`config.mk`:
```
export PLATFORM = sky130hd
export DESIGN_NAME = split_slave_ctrl
export DESIGN_NICKNAME = d
export VERILOG_FILES = /design/src/rtl/bus_pkg.sv /design/src/rtl/split_slave_ctrl.sv
export SDC_FILE = /design/constraint.sdc
export NUM_CORES = 1
export LEC_CHECK = 0
export BUFFER_PORTS_ARGS = -buffer_cell sky130_fd_sc_hd__buf_2
export CORE_AREA = 5 5 92 85
export DETAILED_ROUTE_END_ITERATION = 8
export DIE_AREA = 0 0 97 90
export GPL_TIMING_DRIVEN = 0
export HOLD_SLACK_MARGIN = 0.03
export PLACE_DENSITY_LB_ADDON = 0.2
export SYNTH_ARGS = -nofsm -noshare
export SYNTH_HDL_FRONTEND = slang
export SYNTH_SLANG_ARGS = --single-unit
```
`constraint.sdc`:
```
create_clock -name clk -period 2.8 [get_ports clk]
set_input_delay 0.42 -clock clk [delete_from_list [all_inputs] [get_ports clk]]
set_output_delay 0.42 -clock clk [all_outputs]
set_load 0.02 [all_outputs]
```
`src/rtl/bus_pkg.sv`:
```
// bus_pkg: shared system-bus defaults and split-slave FSM state encoding
package bus_pkg;
  localparam int ADDR_WIDTH_DEF = 12;
  localparam int DATA_WIDTH_DEF = 8;
  localparam int SPLIT_THRESH_DEF = 4;
  typedef enum logic [1:0] {
    IDLE       = 2'd0,
    ACCESS     = 2'd1,
    SPLIT      = 2'd2,
    WAIT_GRANT = 2'd3
  } state_e;
endpackage

```
`src/rtl/split_slave_ctrl.sv`:
```
// split_slave_ctrl: split-capable slave controller bridging the bus to a slow req/ack memory
//   bus side   : mvalid/mwrite/maddr/mwdata in, sreadysp/ssplit/srvalid/srdata out, split_grant in
//   memory side: mem_req/mem_we/mem_addr/mem_wdata out, mem_ack/mem_rdata in
//   clk, rstn (synchronous, active-low)
module split_slave_ctrl
  import bus_pkg::*;
#(
  parameter int ADDR_WIDTH   = ADDR_WIDTH_DEF,
  parameter int DATA_WIDTH   = DATA_WIDTH_DEF,
  parameter int SPLIT_THRESH = SPLIT_THRESH_DEF
) (
  input  logic                  clk,
  input  logic                  rstn,
  input  logic                  mvalid,
  input  logic                  mwrite,
  input  logic [ADDR_WIDTH-1:0] maddr,
  input  logic [DATA_WIDTH-1:0] mwdata,
  output logic                  sreadysp,
  output logic                  ssplit,
  input  logic                  split_grant,
  output logic                  srvalid,
  output logic [DATA_WIDTH-1:0] srdata,
  output logic                  mem_req,
  output logic                  mem_we,
  output logic [ADDR_WIDTH-1:0] mem_addr,
  output logic [DATA_WIDTH-1:0] mem_wdata,
  input  logic                  mem_ack,
  input  logic [DATA_WIDTH-1:0] mem_rdata
);
  localparam int CW = $clog2(SPLIT_THRESH + 1);
  localparam logic [CW-1:0] CNT_LAST = CW'(SPLIT_THRESH - 1);
  state_e                state_q, state_d;
  logic [CW-1:0]         cnt_q, cnt_d;
  logic [DATA_WIDTH-1:0] hold_q, hold_d;
  logic                  ssplit_q, ssplit_d;
  logic                  srvalid_q, srvalid_d;
  logic [DATA_WIDTH-1:0] srdata_q, srdata_d;
  logic                  mem_req_q, mem_req_d;
  logic                  mem_we_q, mem_we_d;
  logic [ADDR_WIDTH-1:0] mem_addr_q, mem_addr_d;
  logic [DATA_WIDTH-1:0] mem_wdata_q, mem_wdata_d;

  always_ff @(posedge clk) begin
    if (!rstn) begin
      state_q     <= IDLE;
      cnt_q       <= '0;
      hold_q      <= '0;
      ssplit_q    <= 1'b0;
      srvalid_q   <= 1'b0;
      srdata_q    <= '0;
      mem_req_q   <= 1'b0;
      mem_we_q    <= 1'b0;
      mem_addr_q  <= '0;
      mem_wdata_q <= '0;
    end else begin
      state_q     <= state_d;
      cnt_q       <= cnt_d;
      hold_q      <= hold_d;
      ssplit_q    <= ssplit_d;
      srvalid_q   <= srvalid_d;
      srdata_q    <= srdata_d;
      mem_req_q   <= mem_req_d;
      mem_we_q    <= mem_we_d;
      mem_addr_q  <= mem_addr_d;
      mem_wdata_q <= mem_wdata_d;
    end
  end

  // srvalid defaults low so every completion is a single-cycle strobe
  always_comb begin
    state_d     = state_q;
    cnt_d       = cnt_q;
    hold_d      = hold_q;
    ssplit_d    = ssplit_q;
    srvalid_d   = 1'b0;
    srdata_d    = srdata_q;
    mem_req_d   = mem_req_q;
    mem_we_d    = mem_we_q;
    mem_addr_d  = mem_addr_q;
    mem_wdata_d = mem_wdata_q;
    case (state_q)
      IDLE: if (mvalid) begin
        mem_req_d   = 1'b1;
        mem_we_d    = mwrite;
        mem_addr_d  = maddr;
        mem_wdata_d = mwdata;
        cnt_d       = '0;
        state_d     = ACCESS;
      end
      // an ack on the threshold cycle takes priority over declaring a split
      ACCESS: if (mem_ack) begin
        mem_req_d = 1'b0;
        srvalid_d = 1'b1;
        srdata_d  = mem_we_q ? srdata_q : mem_rdata;
        state_d   = IDLE;
      end else if (cnt_q == CNT_LAST) begin
        ssplit_d = 1'b1;
        state_d  = SPLIT;
      end else begin
        cnt_d = cnt_q + 1'b1;
      end
      // read data is parked until the arbiter hands the bus back to the owner
      SPLIT: if (mem_ack) begin
        mem_req_d = 1'b0;
        hold_d    = mem_we_q ? hold_q : mem_rdata;
        ssplit_d  = 1'b0;
        state_d   = WAIT_GRANT;
      end
      WAIT_GRANT: if (split_grant) begin
        srdata_d  = mem_we_q ? srdata_q : hold_q;
        srvalid_d = 1'b1;
        state_d   = IDLE;
      end
      default: state_d = IDLE;
    endcase
  end

  assign sreadysp  = (state_q == IDLE);
  assign ssplit    = ssplit_q;
  assign srvalid   = srvalid_q;
  assign srdata    = srdata_q;
  assign mem_req   = mem_req_q;
  assign mem_we    = mem_we_q;
  assign mem_addr  = mem_addr_q;
  assign mem_wdata = mem_wdata_q;
endmodule

```
=== Word-level counts from Yosys, hierarchy flattened ===
Cells that the tools add are included.

* Reductions and logical operators: 13
* Add/sub/neg operators: 1
* Equal/unequal tests: 15
* Multiplexer cells: 24
* Bitwise operators: 1

{| class="wikitable"
|+ Operators with widths
! cell !! count
|-
| $mux W8 || 4
|-
| $ne A2 B2 Y1 const B || 9
|-
| $pmux W8 S2 || 1
|-
| $reduce_and A4 Y1 || 3
|-
| $mux W2 || 5
|-
| $mux W3 || 3
|-
| $pmux W2 S4 || 1
|-
| $reduce_bool A2 Y1 || 4
|-
| $mux W1 || 6
|-
| $pmux W1 S2 || 3
|-
| $pmux W3 S2 || 1
|-
| $reduce_and A3 Y1 || 2
|-
| $reduce_and A5 Y1 || 1
|-
| $eq A2 B2 Y1 const B || 2
|-
| $add A3 B1 Y3 const B || 1
|-
| $eq A3 B2 Y1 const B || 1
|-
| $ne A3 B3 Y1 const B || 1
|-
| $eq A2 B1 Y1 const B || 1
|-
| $logic_not A2 Y1 || 1
|-
| $ne A2 B1 Y1 const B || 1
|-
| $reduce_and A2 Y1 || 1
|-
| $reduce_or A2 Y1 || 1
|-
| $not A1 Y1 || 1
|}

* Register bits after elaboration: 45
* Input bits: 34
* Output and inout port bits: 33

=== Logic depth before layout (Yosys ltp) ===
* Depth after elaboration: 4
* Gate-level depth with buffers: 8
* Depth with buffers taken out: 6

=== Least setup slack after synthesis ===
OpenSTA, ideal clock, no wires.

* Path type: register -> register
* Start: register state_q[0]
* End: register (tool-made name)
* Path buffers: 0
* Period minus slack after synthesis: 1.727 ns
* Setup time: 0.116 ns
* Data required time: 2.684 ns
* Stages on the path, launching flop included: 7
* Arrival time: 1.611 ns
* Slack: 1.073 ns
* Path through: dfxtp_1 -> inv_1 -> ha_1 -> nor2b_1 -> a2111oi_4 -> a21oi_1 -> a41o_1

{| class="wikitable"
|+ RTL lines
! element !! RTL line !! text
|-
| from (decl) || split_slave_ctrl.sv:32 || <nowiki>state_e state_q, state_d;</nowiki>
|-
| from (signal assigned) || split_slave_ctrl.sv:56 || <nowiki>state_q <= state_d;</nowiki>
|}

==> results summary <==
The cell area after technology mapping came out at 1956 sq um. The global routing usage on met2 came out at 0.1753. The number of nets in the layout came out at 320. The number of diodes added for antenna fixing is 0. The buffers plus inverters on the worst setup path is 3. The max-slew violation total from the final report is 0.

The number of buffers inserted during clock tree synthesis is 5. The critical path is of the reg -> reg type. The wire length of the first global-routing pass came out at 7569 microns. The final critical delay including setup and external delays came out at 1.843 ns. The pre-CTS setup slack came out at 0.9304 ns. Entering global routing, the biggest net connects 14 pins.

The clock net sink count is 45. The number of antenna violations at the first check in global routing is 0. Summed over all failing endpoints, the final setup total negative slack is 0 ns. The initial cell density of the core came out at 0.2852. The required time reported for the critical path endpoint is 2.99 ns. Leaving out filler cells and counting taps, the final layout contains 374. The longest individual stage delay on the worst path came out at 0.44 ns.

The count of nets left with antenna violations after detail routing is 0. In this run the mean area of a mapped cell was 9.402 sq um. The detailed placer's ending HPWL came out at 3494 microns. Counting tap cells, the placed design contains a total of 366 instances. Clock tree synthesis selected as its root buffer the cell clkbuf_8. The global routing usage on met1 came out at 0.1281. The number of gates resized after CTS was 0. The number of port buffers is 65. The actual transition at the worst max-transition pin is 0.4928 ns. The initialized floorplan defines 29 standard-cell rows. The longest clock path from root to sink contains 2 buffers. The number of global-route vias before repair is 1658. The maximum operating frequency came out at 0.5427 GHz. The global routing's busiest layer is met2.

The most area-hungry cell type in the Yosys netlist is dfxtp_1. The H-tree was split into 2 levels. The synthesized instance count came out at 208. The area fraction of the dominant cell type after synthesis came out at 0.4607.

In this run the tightest slew margin relative to its limit is 0.6715. In the finished design, the share of the clock period the worst path needs comes to 0.6581. The clock tree from TritonCTS is built. The count of routing violations after the opening detailed-route iteration is 54. Clock-pin slew was measured on the worst setup and hold paths at 0.09 ns.

The number of setup buffers added after CTS is 0. The final layout contains routed wiring with a total length of 4590 microns. After layout, the worst setup slack is 0.9572 ns. Across every metal layer, demand over resource in global routing totals 0.1056. The signed area change from the synthesized netlist to the final layout came out at 26.87%. The path class of the tightest hold or removal check is in -> reg. Setup repair after global routing left no endpoint under its margin. The detailed-route vias per instance is 4.332. The setup-violating endpoint count in the final report came out at 0. Summed over all cells, the static leakage comes to 1.183 nW. For this run, global-route usage on met3 was measured as 0.02864. Ranked by total cell area, the synthesized netlist is headed by dfxtp_1 46%, nand2_1 10%, mux2i_1 8.2%, a21boi_0 8.1%, o211a_1 4.1%. The synthesized flop and latch total is 45.

STA puts the critical path data arrival time at 2.04 ns. The maximum fanout along the worst path came out at 10. The distinct cell type count of the synthesized netlist is 27.

The count of maximum capacitance violations came out at 0. The number of top-level design ports is 67. The run finished with clean final reports. For this run, the leading register cell type out of synthesis is dfxtp_1. The family with the most delay on the worst path is simple AND/OR/NAND/NOR gates. The die height came out at 90 microns. The placer congestion estimate came out at 0.6936. The clock insertion delay at the later pin of the skew report is 0.29 ns. The total via count after detailed routing is 1620.

Among the stages of the critical path, the cell type that occurs most often is buf_6. The number of hold violations in the final report is 0. Among all stages on the critical path, the largest delay is contributed by nor4_4. The core outline area came out at 6858 sq um. The first TritonRoute pass finished after 3 iterations.

Walking the worst path, the cells encountered are inv_1, ha_1, buf_6, nor2b_4, nor4_4, buf_6, nand2_1, o211a_1. Power spread over the standard cell area amounts to 595.6 nW/um^2. The clock tree skew after final layout came out at 0.008763 ns. The fraction of registers with async set/reset is 0.

The Yosys step of the flow raised 0 warnings. Ranked by instance count, the synthesized netlist is headed by 52 x nand2_1, 45 x dfxtp_1, 21 x a21boi_0. The number of flops mapped to enable cells by yosys came out at 0. The number of hold buffers added after cts is 0.

The kind of start point of the critical path is a flip-flop. The worst-case IR drop observed on VDD is 178.1 uV. The die outline width came out at 97 microns. The overall die area came out at 8730 sq um. The cell with the most instances after synthesis is nand2_1.

Global routing finished with a remaining overflow of 0. After detailed routing, the number of remaining DRC violations is 0. The wire length per cell is 12.27 microns. The synthesized netlist net count is 248. The worst setup path is captured at a flip-flop. The fraction of layout instances using a drive strength above 1 is 0.2811.

The fraction of the yosys area taken by sequential cells came out at 0.4607. The final-layout worst hold slack is 0.3693 ns.
report_power, final:
group | switching, mW | internal, mW | leakage [nW] | total, mW
Sequential | 0.0310 | 0.696 | 0.368 | 0.727
Combinational | 0.216 | 0.141 | 0.776 | 0.357
Clock | 0.217 | 0.177 | 0.0385 | 0.394
sequential cells by signal (all words and copies together), names as in the netlist, named ones only:
name       count
srdata         8
mem_addr      12
state_q        1
hold_q         8
srvalid        1
ssplit         1
cnt_q          3
mem_req        1
mem_we         1
mem_wdata      8
area by class of cell:
cell class,count,area (sq um)
plain buffers,13,66.31
clock buffers,7,76.32
clock inverters,1,7.507
fillers,735,4377
inverters,4,15.01
multi-input cells,146,973.4
flip-flops and latches,45,900.9
well taps,93,116.4
repair buffers,65,325.3
metrics by stage:
step	area [sq um]	utilization	total power, mW
6_report	2481	0.3618	1.478
5_1_grt	2481	0.3618	1.565
4_1_cts	2481	0.3618	1.513
3_5_place_dp	2397	0.3496	1.107
3_3_place_gp	2397	0.3496	1.105
2_1_floorplan	1956	-	0.9807
worst paths after layout:
kind | to | depth (start not counted) | slack, ns | start
max | srdata[5]$_SDFFE_PN0P_ | 8 | 0.96 | flip-flop
min | mem_wdata[5]$_SDFFE_PN0P_ | 3 | 0.37 | mwdata[5]
max reg2reg | srdata[5]$_SDFFE_PN0P_ | 8 | 0.96 | flip-flop
min reg2reg | mem_wdata[7]$_SDFFE_PN0P_ | 2 | 0.46 | mem_wdata[7]$_SDFFE_PN0P_
cells by family (layout without fill, tap and decap cells):
kind of cell / count (synthesis) / count (layout) / synth area share
simple gates: 81 / 81 / 0.2015
flops: 45 / 45 / 0.4607
compound gates: 43 / 43 / 0.1759
buf+inv: 17 / 90 / 0.04158
mux: 16 / 16 / 0.08189
fa+ha+maj: 6 / 6 / 0.03839
worst min-delay path, stage by stage:
cell and delay (ns):
buf_2 0.09, nand2_1 0.04, a21boi_0 0.06
cell usage in the layout (no fill, tap or decap):
master,synthesis,routed
a2111oi_4,1,1
a21boi_0,21,21
a21oi_1,2,2
a22oi_1,1,1
a41o_1,1,1
and2_0,1,1
and2_1,2,2
buf_2,2,67
buf_6,2,2
clkbuf_1,9,11
clkbuf_8,0,5
clkinvlp_4,0,1
dfxtp_1,45,45
ha_1,6,6
inv_1,4,4
mux2i_1,16,16
nand2_1,52,52
nand3_1,4,4
nand3b_1,3,3
nor2_1,4,4
nor2b_1,12,12
nor2b_4,1,1
nor3b_2,1,1
nor4_4,1,1
o211a_1,8,8
o21ai_0,6,6
o21ai_1,1,1
o21bai_1,1,1
o41ai_1,1,1
layer usage:
| metal | wire length (microns) | up-vias |
|---|---|---|
| li1 | - | 844 |
| met1 | 2186 | 744 |
| met2 | 2140 | 28 |
| met3 | 197 | 4 |
| met4 | 65 | 0 |
| met5 | 0 | - |
Power figures use the tool's default switching activity.
